`src/rtl/mem_writeback_if.sv`:
```
// ----------------------------------------------------------------------------
// mem_writeback_if
//   Data-memory request/acknowledge bus between the memory/writeback stage
//   (master) and the data memory (slave).
//   dmem_req    master -> slave  request, held until ack or abort
//   dmem_we     master -> slave  1 = store, 0 = load; valid while dmem_req
//   dmem_addr   master -> slave  access address
//   dmem_wdata  master -> slave  store data
//   dmem_rdata  slave -> master  load data, sampled with dmem_ack
//   dmem_ack    slave -> master  one-cycle completion strobe
// ----------------------------------------------------------------------------
interface mem_writeback_if #(
    parameter int ADDR_WIDTH = 22
) ();
    logic                  dmem_req;
    logic                  dmem_we;
    logic [ADDR_WIDTH-1:0] dmem_addr;
    logic [31:0]           dmem_wdata;
    logic [31:0]           dmem_rdata;
    logic                  dmem_ack;

    modport master (
        output dmem_req, dmem_we, dmem_addr, dmem_wdata,
        input  dmem_rdata, dmem_ack
    );

    modport slave (
        input  dmem_req, dmem_we, dmem_addr, dmem_wdata,
        output dmem_rdata, dmem_ack
    );
endinterface

```
`src/rtl/mem_writeback.sv`:
```
// ----------------------------------------------------------------------------
// mem_writeback
//   Memory/writeback stage. Takes one op at a time from execute, performs the
//   data-memory access for loads/stores, then drives the register-file and
//   CPSR write ports for a single cycle and counts retired ops.
// Ports
//   clk, reset            clock, synchronous active-high reset
//   ex_valid / ex_ready   op handshake with execute (ready only in IDLE)
//   result_in, cpsr_in    ALU result and compare flags
//   rd_num_in, rd_val_in  destination/source register and store data
//   md_in                 memory address (low ADDR_WIDTH bits used)
//   is_*_op               op class flags (ld > str > cmp > alu)
//   dmem                  data-memory request/ack bus (master side)
//   wb_rd_*               register-file write port
//   wb_cpsr_*             CPSR write port
//   mem_err               sticky access-timeout flag
//   retire_count          ops retired through WRITEBACK (wrapping)
// ----------------------------------------------------------------------------
module mem_writeback #(
    parameter int ADDR_WIDTH = 22,
    parameter int TIMEOUT    = 15
) (
    input  logic                   clk,
    input  logic                   reset,
    input  logic                   ex_valid,
    output logic                   ex_ready,
    input  logic [31:0]            result_in,
    input  logic [31:0]            cpsr_in,
    input  logic [3:0]             rd_num_in,
    input  logic [31:0]            rd_val_in,
    input  logic [31:0]            md_in,
    input  logic                   is_alu_op,
    input  logic                   is_cmp_op,
    input  logic                   is_ld_op,
    input  logic                   is_str_op,
    mem_writeback_if.master        dmem,
    output logic [3:0]             wb_rd_num,
    output logic                   wb_rd_write_en,
    output logic [31:0]            wb_rd_in,
    output logic                   wb_cpsr_write_en,
    output logic [31:0]            wb_cpsr_in,
    output logic                   mem_err,
    output logic [31:0]            retire_count
);

    typedef enum logic [1:0] {
        S_IDLE   = 2'd0,
        S_ACCESS = 2'd1,
        S_WB     = 2'd2
    } state_t;

    // Last wait-counter value before the access is abandoned.
    localparam logic [7:0] LAST_WAIT = 8'(TIMEOUT - 1);

    state_t                state_q, state_d;
    logic                  ex_ready_q, ex_ready_d;
    logic                  op_ld_q, op_ld_d;
    logic [7:0]            wait_cnt_q, wait_cnt_d;
    logic                  dmem_req_q, dmem_req_d;
    logic                  dmem_we_q, dmem_we_d;
    logic [ADDR_WIDTH-1:0] dmem_addr_q, dmem_addr_d;
    logic [31:0]           dmem_wdata_q, dmem_wdata_d;
    logic [3:0]            wb_rd_num_q, wb_rd_num_d;
    logic                  wb_rd_write_en_q, wb_rd_write_en_d;
    logic [31:0]           wb_rd_in_q, wb_rd_in_d;
    logic                  wb_cpsr_write_en_q, wb_cpsr_write_en_d;
    logic [31:0]           wb_cpsr_in_q, wb_cpsr_in_d;
    logic                  mem_err_q, mem_err_d;
    logic [31:0]           retire_count_q, retire_count_d;

    // Address bits above ADDR_WIDTH are intentionally dropped.
    generate
        if (ADDR_WIDTH < 32) begin : g_addr_hi
            logic unused_md_hi;
            assign unused_md_hi = ^md_in[31:ADDR_WIDTH];
        end
    endgenerate

    always_comb begin
        state_d            = state_q;
        ex_ready_d         = ex_ready_q;
        op_ld_d            = op_ld_q;
        wait_cnt_d         = wait_cnt_q;
        dmem_req_d         = dmem_req_q;
        dmem_we_d          = dmem_we_q;
        dmem_addr_d        = dmem_addr_q;
        dmem_wdata_d       = dmem_wdata_q;
        wb_rd_num_d        = wb_rd_num_q;
        wb_rd_in_d         = wb_rd_in_q;
        wb_cpsr_in_d       = wb_cpsr_in_q;
        mem_err_d          = mem_err_q;
        retire_count_d     = retire_count_q;
        // Write enables are single-cycle strobes, asserted only on the
        // transition into WRITEBACK.
        wb_rd_write_en_d   = 1'b0;
        wb_cpsr_write_en_d = 1'b0;

        case (state_q)
            S_IDLE: begin
                if (ex_valid) begin
                    if (is_ld_op || is_str_op) begin
                        state_d      = S_ACCESS;
                        ex_ready_d   = 1'b0;
                        op_ld_d      = is_ld_op;
                        wait_cnt_d   = 8'd0;
                        dmem_req_d   = 1'b1;
                        dmem_we_d    = ~is_ld_op;
                        dmem_addr_d  = md_in[ADDR_WIDTH-1:0];
                        dmem_wdata_d = rd_val_in;
                        wb_rd_num_d  = rd_num_in;
                        wb_cpsr_in_d = cpsr_in;
                        // Load data replaces wb_rd_in only when it arrives.
                        if (!is_ld_op) begin
                            wb_rd_in_d = result_in;
                        end
                    end else if (is_cmp_op || is_alu_op) begin
                        state_d            = S_WB;
                        ex_ready_d         = 1'b0;
                        op_ld_d            = 1'b0;
                        wb_rd_num_d        = rd_num_in;
                        wb_rd_in_d         = result_in;
                        wb_cpsr_in_d       = cpsr_in;
                        wb_cpsr_write_en_d = is_cmp_op;
                        wb_rd_write_en_d   = ~is_cmp_op;
                        retire_count_d     = retire_count_q + 32'd1;
                    end
                    // No class flag: op is consumed without any effect.
                end
            end

            S_ACCESS: begin
                if (dmem.dmem_ack) begin
                    state_d          = S_WB;
                    dmem_req_d       = 1'b0;
                    wb_rd_write_en_d = op_ld_q;
                    retire_count_d   = retire_count_q + 32'd1;
                    if (op_ld_q) begin
                        wb_rd_in_d = dmem.dmem_rdata;
                    end
                end else if (wait_cnt_q == LAST_WAIT) begin
                    // Abort: retire without any register write.
                    state_d        = S_WB;
                    dmem_req_d     = 1'b0;
                    mem_err_d      = 1'b1;
                    retire_count_d = retire_count_q + 32'd1;
                end else begin
                    wait_cnt_d = wait_cnt_q + 8'd1;
                end
            end

            S_WB: begin
                state_d    = S_IDLE;
                ex_ready_d = 1'b1;
            end

            default: begin
                state_d    = S_IDLE;
                ex_ready_d = 1'b1;
                dmem_req_d = 1'b0;
            end
        endcase
    end

    always_ff @(posedge clk) begin
        if (reset) begin
            state_q            <= S_IDLE;
            ex_ready_q         <= 1'b1;
            op_ld_q            <= 1'b0;
            wait_cnt_q         <= 8'd0;
            dmem_req_q         <= 1'b0;
            dmem_we_q          <= 1'b0;
            dmem_addr_q        <= '0;
            dmem_wdata_q       <= 32'd0;
            wb_rd_num_q        <= 4'd0;
            wb_rd_write_en_q   <= 1'b0;
            wb_rd_in_q         <= 32'd0;
            wb_cpsr_write_en_q <= 1'b0;
            wb_cpsr_in_q       <= 32'd0;
            mem_err_q          <= 1'b0;
            retire_count_q     <= 32'd0;
        end else begin
            state_q            <= state_d;
            ex_ready_q         <= ex_ready_d;
            op_ld_q            <= op_ld_d;
            wait_cnt_q         <= wait_cnt_d;
            dmem_req_q         <= dmem_req_d;
            dmem_we_q          <= dmem_we_d;
            dmem_addr_q        <= dmem_addr_d;
            dmem_wdata_q       <= dmem_wdata_d;
            wb_rd_num_q        <= wb_rd_num_d;
            wb_rd_write_en_q   <= wb_rd_write_en_d;
            wb_rd_in_q         <= wb_rd_in_d;
            wb_cpsr_write_en_q <= wb_cpsr_write_en_d;
            wb_cpsr_in_q       <= wb_cpsr_in_d;
            mem_err_q          <= mem_err_d;
            retire_count_q     <= retire_count_d;
        end
    end

    assign ex_ready         = ex_ready_q;
    assign dmem.dmem_req    = dmem_req_q;
    assign dmem.dmem_we     = dmem_we_q;
    assign dmem.dmem_addr   = dmem_addr_q;
    assign dmem.dmem_wdata  = dmem_wdata_q;
    assign wb_rd_num        = wb_rd_num_q;
    assign wb_rd_write_en   = wb_rd_write_en_q;
    assign wb_rd_in         = wb_rd_in_q;
    assign wb_cpsr_write_en = wb_cpsr_write_en_q;
    assign wb_cpsr_in       = wb_cpsr_in_q;
    assign mem_err          = mem_err_q;
    assign retire_count     = retire_count_q;

endmodule

```
`src/flat_wrapper.sv`:
```
// flat-port wrapper written by rule: the top's interface ports become plain ports
module mem_writeback_flat 
#(
    parameter int ADDR_WIDTH = 22,
    parameter int TIMEOUT    = 15
)
  (clk, reset, ex_valid, ex_ready, result_in, cpsr_in, rd_num_in, rd_val_in, md_in, is_alu_op, is_cmp_op, is_ld_op, is_str_op, wb_rd_num, wb_rd_write_en, wb_rd_in, wb_cpsr_write_en, wb_cpsr_in, mem_err, retire_count, dmem_dmem_req, dmem_dmem_we, dmem_dmem_addr, dmem_dmem_wdata, dmem_dmem_rdata, dmem_dmem_ack);
  mem_writeback_if #(.ADDR_WIDTH(ADDR_WIDTH)) dmem_i ();
  input  logic clk;
  input  logic reset;
  input  logic ex_valid;
  output logic ex_ready;
  input  logic [31:0] result_in;
  input  logic [31:0] cpsr_in;
  input  logic [3:0] rd_num_in;
  input  logic [31:0] rd_val_in;
  input  logic [31:0] md_in;
  input  logic is_alu_op;
  input  logic is_cmp_op;
  input  logic is_ld_op;
  input  logic is_str_op;
  output logic [3:0] wb_rd_num;
  output logic wb_rd_write_en;
  output logic [31:0] wb_rd_in;
  output logic wb_cpsr_write_en;
  output logic [31:0] wb_cpsr_in;
  output logic mem_err;
  output logic [31:0] retire_count;
  output wire logic [$bits(dmem_i.dmem_req)-1:0] dmem_dmem_req;
  output wire logic [$bits(dmem_i.dmem_we)-1:0] dmem_dmem_we;
  output wire logic [$bits(dmem_i.dmem_addr)-1:0] dmem_dmem_addr;
  output wire logic [$bits(dmem_i.dmem_wdata)-1:0] dmem_dmem_wdata;
  input wire logic [$bits(dmem_i.dmem_rdata)-1:0] dmem_dmem_rdata;
  input wire logic [$bits(dmem_i.dmem_ack)-1:0] dmem_dmem_ack;
  assign dmem_dmem_req = dmem_i.dmem_req;
  assign dmem_dmem_we = dmem_i.dmem_we;
  assign dmem_dmem_addr = dmem_i.dmem_addr;
  assign dmem_dmem_wdata = dmem_i.dmem_wdata;
  assign dmem_i.dmem_rdata = dmem_dmem_rdata;
  assign dmem_i.dmem_ack = dmem_dmem_ack;
  mem_writeback #(.ADDR_WIDTH(ADDR_WIDTH), .TIMEOUT(TIMEOUT)) u_core (.clk(clk), .reset(reset), .ex_valid(ex_valid), .ex_ready(ex_ready), .result_in(result_in), .cpsr_in(cpsr_in), .rd_num_in(rd_num_in), .rd_val_in(rd_val_in), .md_in(md_in), .is_alu_op(is_alu_op), .is_cmp_op(is_cmp_op), .is_ld_op(is_ld_op), .is_str_op(is_str_op), .dmem(dmem_i), .wb_rd_num(wb_rd_num), .wb_rd_write_en(wb_rd_write_en), .wb_rd_in(wb_rd_in), .wb_cpsr_write_en(wb_cpsr_write_en), .wb_cpsr_in(wb_cpsr_in), .mem_err(mem_err), .retire_count(retire_count));
endmodule
```
`config.mk`:
```
export PLATFORM = sky130hd
export DESIGN_NAME = mem_writeback_flat
export DESIGN_NICKNAME = d
export VERILOG_FILES = /design/src/rtl/mem_writeback_if.sv /design/src/rtl/mem_writeback.sv /design/src/flat_wrapper.sv
export SDC_FILE = /design/constraint.sdc
export NUM_CORES = 1
export LEC_CHECK = 0
export BUFFER_PORTS_ARGS = -buffer_cell sky130_fd_sc_hd__buf_2
export CORE_AREA = 2 2 127 129
export DETAILED_ROUTE_END_ITERATION = 10
export DIE_AREA = 0 0 129 131
export HOLD_SLACK_MARGIN = 0.02
export PLACE_DENSITY = 0.77
export SLEW_MARGIN = 5
export SYNTH_ARGS = -nofsm -noshare
export SYNTH_HDL_FRONTEND = slang
export SYNTH_SLANG_ARGS = --single-unit
```
`constraint.sdc`:
```
create_clock -name clk -period 3.3 [get_ports clk]
set_clock_uncertainty 0.2 [all_clocks]
set_input_delay 0.165 -clock clk [delete_from_list [all_inputs] [get_ports clk]]
set_output_delay 0.165 -clock clk [all_outputs]
set_load 0.05 [all_outputs]
```
Word level (Yosys, flattened, before mapping)
Index checks and enable logic that the tools add are counted.
{"block": "totals", "latch_bits": 0, "word_cells": 97, "rom_bits": 0, "mem_bits_rw": 0, "output_inout_bits": 160, "in_bits": 172, "mem_count": 0, "reg_bits": 171}
{"block": "classes", "bitwise": 8, "reduce_logical": 15, "mux": 43, "n_mul": 0, "n_eq_ne": 14, "addsub": 2, "order_cmp": 0, "n_div": 0, "shift": 0}
{"operator": "$mux 32", "count": 13}
{"operator": "$pmux 32 s2", "count": 2}
{"operator": "$add 32x1->32 const B", "count": 1}
{"operator": "$mux 8", "count": 4}
{"operator": "$pmux 8 s2", "count": 1}
{"operator": "$reduce_and 3->1", "count": 5}
{"operator": "$mux 1", "count": 12}
{"operator": "$mux 2", "count": 5}
{"operator": "$ne 2x2->1 const B", "count": 5}
{"operator": "$reduce_and 5->1", "count": 2}
{"operator": "$add 8x1->8 const B", "count": 1}
{"operator": "$eq 8x4->1 const B", "count": 1}
{"operator": "$mux 4", "count": 2}
{"operator": "$not 1->1", "count": 8}
{"operator": "$ne 2x1->1 const B", "count": 3}
{"operator": "$reduce_and 6->1", "count": 1}
{"operator": "$reduce_or 5->1", "count": 1}
{"operator": "$pmux 1 s2", "count": 2}
{"operator": "$pmux 2 s2", "count": 1}
{"operator": "$reduce_and 4->1", "count": 1}
{"operator": "$reduce_bool 2->1", "count": 2}
{"operator": "$ne 3x1->1 const B", "count": 1}
{"operator": "$ne 3x2->1 const B", "count": 1}
{"operator": "$ne 3x3->1 const B", "count": 1}
{"operator": "5 further kinds", "count": 6}

Logic depth before layout (Yosys ltp)
{"block": "logic_depth", "word_depth": 5, "depth_mapped": 9, "depth_no_buf": 6}

Least setup slack after synthesis
OpenSTA, ideal clock, no wires.
{"block": "synth_path", "path_kind": "reg2reg", "startpoint": "register u_core.retire_count_q[7], in the netlist u_core.retire_count[7]", "endpoint": "register u_core.retire_count_q[30], in the netlist u_core.retire_count[30]", "required_time_ps": 3030, "setup_time_ps": 70, "arrival_ps": 2035, "path_buffers": 1, "period_less_slack_ps": 2305, "path_stages_with_launch": 7, "path_slack_ps": 995, "cell_sequence": "dfxtp_1 -> nand4_2 -> nor3_2 -> nand4_1 -> clkbuf_2 -> or3_1 -> a21oi_1"}
{"block": "synth_via", "elab_chain_len": 5, "word_cells_on_any_way": 7, "classes_between": "add/sub: 1; mux: 6"}
{"item": "from (decl)", "line_no": "mem_writeback.sv:69", "rtl": "logic [31:0] retire_count_q, retire_count_d;"}
{"item": "from (signal assigned)", "line_no": "mem_writeback.sv:196", "rtl": "retire_count_q <= retire_count_d;"}
{"item": "$add 32x1->32 *", "line_no": "mem_writeback.sv:125, mem_writeback.sv:136, mem_writeback.sv:145"}
{"item": "$mux 32", "line_no": "mem_writeback.sv:116", "rtl": "end else if (is_cmp_op || is_alu_op) begin"}
{"item": "$mux 32", "line_no": "mem_writeback.sv:101", "rtl": "if (is_ld_op || is_str_op) begin"}
{"item": "$mux 32", "line_no": "mem_writeback.sv:100", "rtl": "if (ex_valid) begin"}
{"item": "$pmux 32 s2 *", "line_no": "mem_writeback.sv:98", "rtl": "case (state_q)"}
Mark *: on every way between the ends. The rest lies on a longest branch, timed or not. The select of a mux whose other input is x is not followed.
A chain may end at the register's enable or synchronous reset.

Worst setup path in the final report
{"block": "layout_path", "startpoint": "register u_core.wait_cnt_q[4]", "endpoint": "register u_core.retire_count_q[28], in the netlist u_core.retire_count[28]"}
{"block": "layout_via", "elab_chain_len": 3}
{"item": "from (decl)", "line_no": "mem_writeback.sv:58", "rtl": "logic [7:0] wait_cnt_q, wait_cnt_d;"}
{"item": "from (signal assigned)", "line_no": "mem_writeback.sv:185", "rtl": "wait_cnt_q <= wait_cnt_d;"}
{"item": "$eq 8x4->1", "line_no": "mem_writeback.sv:140", "rtl": "end else if (wait_cnt_q == LAST_WAIT) begin"}
{"item": "$ne 3x2->1 (no source line)"}
{"item": "$reduce_and 5->1 (no source line)"}
No other way between the ends.

==> impl_metrics.xml <==
<?xml version="1.0" encoding="UTF-8"?>
<metrics>
  <group name="clock_network">
    <metric name="clock_sinks" unit="">171</metric>
    <metric name="clock_tree_from_tritoncts" unit="">built</metric>
    <metric name="numCtsBuffers" unit="">17</metric>
    <metric name="h_tree_depth" unit="">4</metric>
    <metric name="cts.clk_slew.worst_paths" unit="ps">60</metric>
    <metric name="worstSkewPairLatency" unit="ps">420</metric>
    <metric name="cts-resized-gates" unit="">0</metric>
    <metric name="clockRootBuffer" unit="">sky130_fd_sc_hd__clkbuf_16</metric>
    <metric name="clock_tree.buffer_depth" unit="">2</metric>
  </group>
  <group name="final_layout">
    <metric name="antenna_cells_inserted" unit="">0</metric>
    <metric name="final_nets" unit="">1449</metric>
    <metric name="fraction_of_layout_cells_with_a_size_suffix_above_1" unit="%">29.32</metric>
    <metric name="instances_no_fill" unit="">1502</metric>
    <metric name="area_growth" unit="%">58.85</metric>
    <metric name="most-common-layout-cells" unit="">sky130_fd_sc_hd__buf_2, sky130_fd_sc_hd__nand2_1, sky130_fd_sc_hd__dfxtp_1</metric>
    <metric name="most_common_cell_after_layout_fill_and_taps_aside" unit="">sky130_fd_sc_hd__buf_2</metric>
    <metric name="layout.cell_area.non_filler" unit="um2">10820</metric>
  </group>
  <group name="grt">
    <metric name="grt_pass1_wl" unit="um">36040</metric>
    <metric name="maximum_number_of_pins_on_one_net_before_global_route_repair" unit="">74</metric>
    <metric name="globalRoute.totalOverflow" unit="">0</metric>
    <metric name="antenna_found_initial" unit="">0</metric>
    <metric name="grt_pass1_vias" unit="">7479</metric>
    <metric name="global_route.usage.total" unit="%">26.84</metric>
  </group>
  <group name="route">
    <metric name="number_of_vias_in_the_routed_layout" unit="">7714</metric>
    <metric name="avgViaCountPerCell" unit="">5.136</metric>
    <metric name="drt-wirelength-per-cell" unit="um">15.70</metric>
    <metric name="first_pass_iteration_count_of_the_detailed_router" unit="">5</metric>
    <metric name="route.detailed.drc" unit="">0</metric>
    <metric name="drtAntennaViolNets" unit="">0</metric>
    <metric name="wl" unit="um">23580</metric>
    <metric name="detailedRoute.firstIterationViolations" unit="">581</metric>
  </group>
  <group name="floorplan">
    <metric name="effective_utilization_at_floorplan" unit="%">43.67</metric>
    <metric name="placementRows" unit="">46</metric>
    <metric name="die_x" unit="um">129</metric>
    <metric name="core_ar" unit="um2">15600</metric>
    <metric name="die-area" unit="um2">16900</metric>
    <metric name="ios" unit="">332</metric>
    <metric name="floorplan.die.height" unit="um">131</metric>
  </group>
  <group name="critical_path">
    <metric name="crit_path_end_kind" unit="">flip-flop</metric>
    <metric name="worst-path-max-fanout" unit="">20</metric>
    <metric name="critical_path_required" unit="ps">3450</metric>
    <metric name="worstPathArrival" unit="ps">2820</metric>
    <metric name="worst_setup_path_start_kind" unit="">flip-flop</metric>
    <metric name="setup.worst_path.class" unit="">reg -&gt; reg</metric>
  </group>
  <group name="timing">
    <metric name="rsz_0062_raised_after_global_routing" unit="">no</metric>
    <metric name="pin_slew_with_the_least_headroom_to_its_limit" unit="ps">729.8</metric>
    <metric name="finalWorstPathRequiredPeriod" unit="ps">2664</metric>
    <metric name="min_period_over_period" unit="%">80.74</metric>
    <metric name="timing.final.ws_setup" unit="ps">635.5</metric>
    <metric name="final-hold-violation-count" unit="">0</metric>
    <metric name="number_of_setup_violations_in_the_final_report" unit="">0</metric>
    <metric name="max_slew_headroom_at_the_worst_pin" unit="%">51.34</metric>
    <metric name="timing_max_transition_violations_final" unit="">0</metric>
    <metric name="finalSetupTns" unit="ps">0</metric>
    <metric name="maxClockFrequency" unit="MHz">375.3</metric>
  </group>
  <group name="placed_design">
    <metric name="buffer_ports.inserted" unit="">321</metric>
    <metric name="postPlaceCellArea" unit="um2">8581</metric>
    <metric name="gp_congestion" unit="">0.7852</metric>
    <metric name="detailedPlace.worstSlack" unit="ps">668.6</metric>
    <metric name="detailedPlacementHpwl" unit="um">13030</metric>
    <metric name="placed_cell_count" unit="">1309</metric>
  </group>
  <group name="logic_synthesis">
    <metric name="synth-seq-cells" unit="">171</metric>
    <metric name="synth-warning-count" unit="">0</metric>
    <metric name="syn-num-nets" unit="">993</metric>
    <metric name="synth-async-reset-ratio" unit="%">0</metric>
    <metric name="post_synth_instance_area" unit="um2">6812</metric>
    <metric name="seq_area_frac_synth" unit="%">50.26</metric>
    <metric name="postSynthCellCount" unit="">818</metric>
    <metric name="post_synth.cell_area_avg" unit="um2">8.327</metric>
    <metric name="synth-edff-count" unit="">0</metric>
    <metric name="postSynth.topFlopCell" unit="">sky130_fd_sc_hd__dfxtp_1</metric>
    <metric name="yosysUniqueCellTypes" unit="">46</metric>
  </group>
  <group name="power_and_ir_drop">
    <metric name="vdd.ir_drop.worst" unit="uV">364.9</metric>
    <metric name="power.leakage" unit="uW">0.004803</metric>
    <metric name="total_power" unit="uW">5526</metric>
    <metric name="power.density_cell_area" unit="nW/um2">510.7</metric>
  </group>
  <group name="status">
    <metric name="run_status" unit="">finished clean</metric>
  </group>
  <group name="job">
    <metric name="drv.max_cap_violation_count" unit="">0</metric>
  </group>
  <group name="worst_hold_path">
    <metric name="worstHoldPathType" unit="">in -&gt; reg</metric>
  </group>
</metrics>
layer usage:
metal / routed length (um) / vias up / global-route usage, %
met5: 0 / - / 0
met4: 1328 / 0 / 18.09
met3: 1536 / 111 / 6.922
met2: 11950 / 354 / 48.09
met1: 8774 / 3543 / 27.72
li1: - / 3706 / -
worst paths after layout:
| path | cells after the start | to | slack, ps | startpoint |
|---|---|---|---|---|
| setup / recovery | 5 | u_core.retire_count[28] | 640 | u_core.wait_cnt_q[4] |
| hold / removal | 2 | u_core.wait_cnt_q[1] | 90 | reset |
| setup reg to reg | 5 | u_core.retire_count[28] | 640 | u_core.wait_cnt_q[4] |
| hold reg to reg | 2 | u_core.dmem.dmem_wdata[7] | 250 | u_core.dmem.dmem_wdata[7] |
cell usage after synthesis (4+ instances only):
library cell / number / area (um2)
sky130_fd_sc_hd__or3_1: 10 / 62.56
sky130_fd_sc_hd__a211oi_1: 35 / 262.8
sky130_fd_sc_hd__nand4_1: 23 / 143.9
sky130_fd_sc_hd__clkbuf_1: 37 / 138.9
sky130_fd_sc_hd__nand3_1: 10 / 50.05
sky130_fd_sc_hd__nor2_1: 71 / 266.5
sky130_fd_sc_hd__o21ai_0: 14 / 70.07
sky130_fd_sc_hd__nand2_1: 196 / 735.7
sky130_fd_sc_hd__inv_1: 12 / 45.04
sky130_fd_sc_hd__xnor2_1: 5 / 43.79
sky130_fd_sc_hd__a21oi_1: 110 / 550.5
sky130_fd_sc_hd__and3_1: 4 / 25.02
sky130_fd_sc_hd__nor3_1: 12 / 60.06
sky130_fd_sc_hd__dfxtp_1: 171 / 3423
sky130_fd_sc_hd__mux2i_1: 32 / 320.3
sky130_fd_sc_hd__buf_2: 15 / 75.07
sky130_fd_sc_hd__a41oi_1: 5 / 43.79
sky130_fd_sc_hd__xor2_1: 13 / 113.9
power breakdown:
part | switching, uW | internal, uW | leakage [uW] | total [uW]
registers | 65.7 | 2180 | 0.00140 | 2250
logic | 787 | 418 | 0.00310 | 1210
clock network | 807 | 1270 | 0.000301 | 2070
total | 1660 | 3870 | 0.00480 | 5530
kinds of logic after synthesis:
group | synth area share, %
and+or+nand+nor | 22.45
DFF | 50.26
buffers and inverters | 4.427
AOI/OAI and AO/OA | 15.14
xor gates and xnor gates | 2.314
adders and majority gates | 0.5511
muxes | 4.868
critical path: stages (launching register included):
cell,delay [ps]
sky130_fd_sc_hd__dfxtp_1,350
sky130_fd_sc_hd__nor4_2,340
sky130_fd_sc_hd__a311o_2,510
sky130_fd_sc_hd__nand4_1,440
sky130_fd_sc_hd__or4_1,590
sky130_fd_sc_hd__a21oi_1,140
state kept, by name (all words and copies together), names as in the netlist:
name                     cells
u_core.wb_rd_write_en        1
u_core.wb_cpsr_write_en      1
u_core.mem_err               1
u_core.retire_count         32
u_core.dmem.dmem_we          1
u_core.op_ld_q               1
u_core.dmem.dmem_wdata      32
u_core.wb_rd_num             4
u_core.dmem.dmem_addr       22
u_core.wb_cpsr_in           32
u_core.wb_rd_in             32
u_core.wait_cnt_q            8
u_core.ex_ready              1
u_core.dmem.dmem_req         1
u_core.state_q               2
timing repair:
action / 4_1_cts / 5_1_grt
buffers inserted: 0 / 0
endpoints found under the hold margin: 129 / 0
hold buffers: 162 / 0
metrics by stage:
| step | hold slack [ps] | util (%) |
|---|---|---|
| after floorplan | 101.0 | - |
| final | 88.17 | 69.37 |
| after global routing | 109.7 | 69.37 |
| after detailed placement | 210.5 | 55.01 |
| after CTS | 63.65 | 69.37 |
| after global placement | 205.8 | 55.01 |
final cells by class:
cell class,instances,area [um2]
well taps,216,270.3
flip-flops and latches,171,3425
repair buffers,494,3338
clock buffers,21,480.5
fillers,1124,4777
inverters,12,45.04
multi-input cells,578,3124
clock inverters,10,137.6
Note: power is estimated with default switching activity, not from simulation.
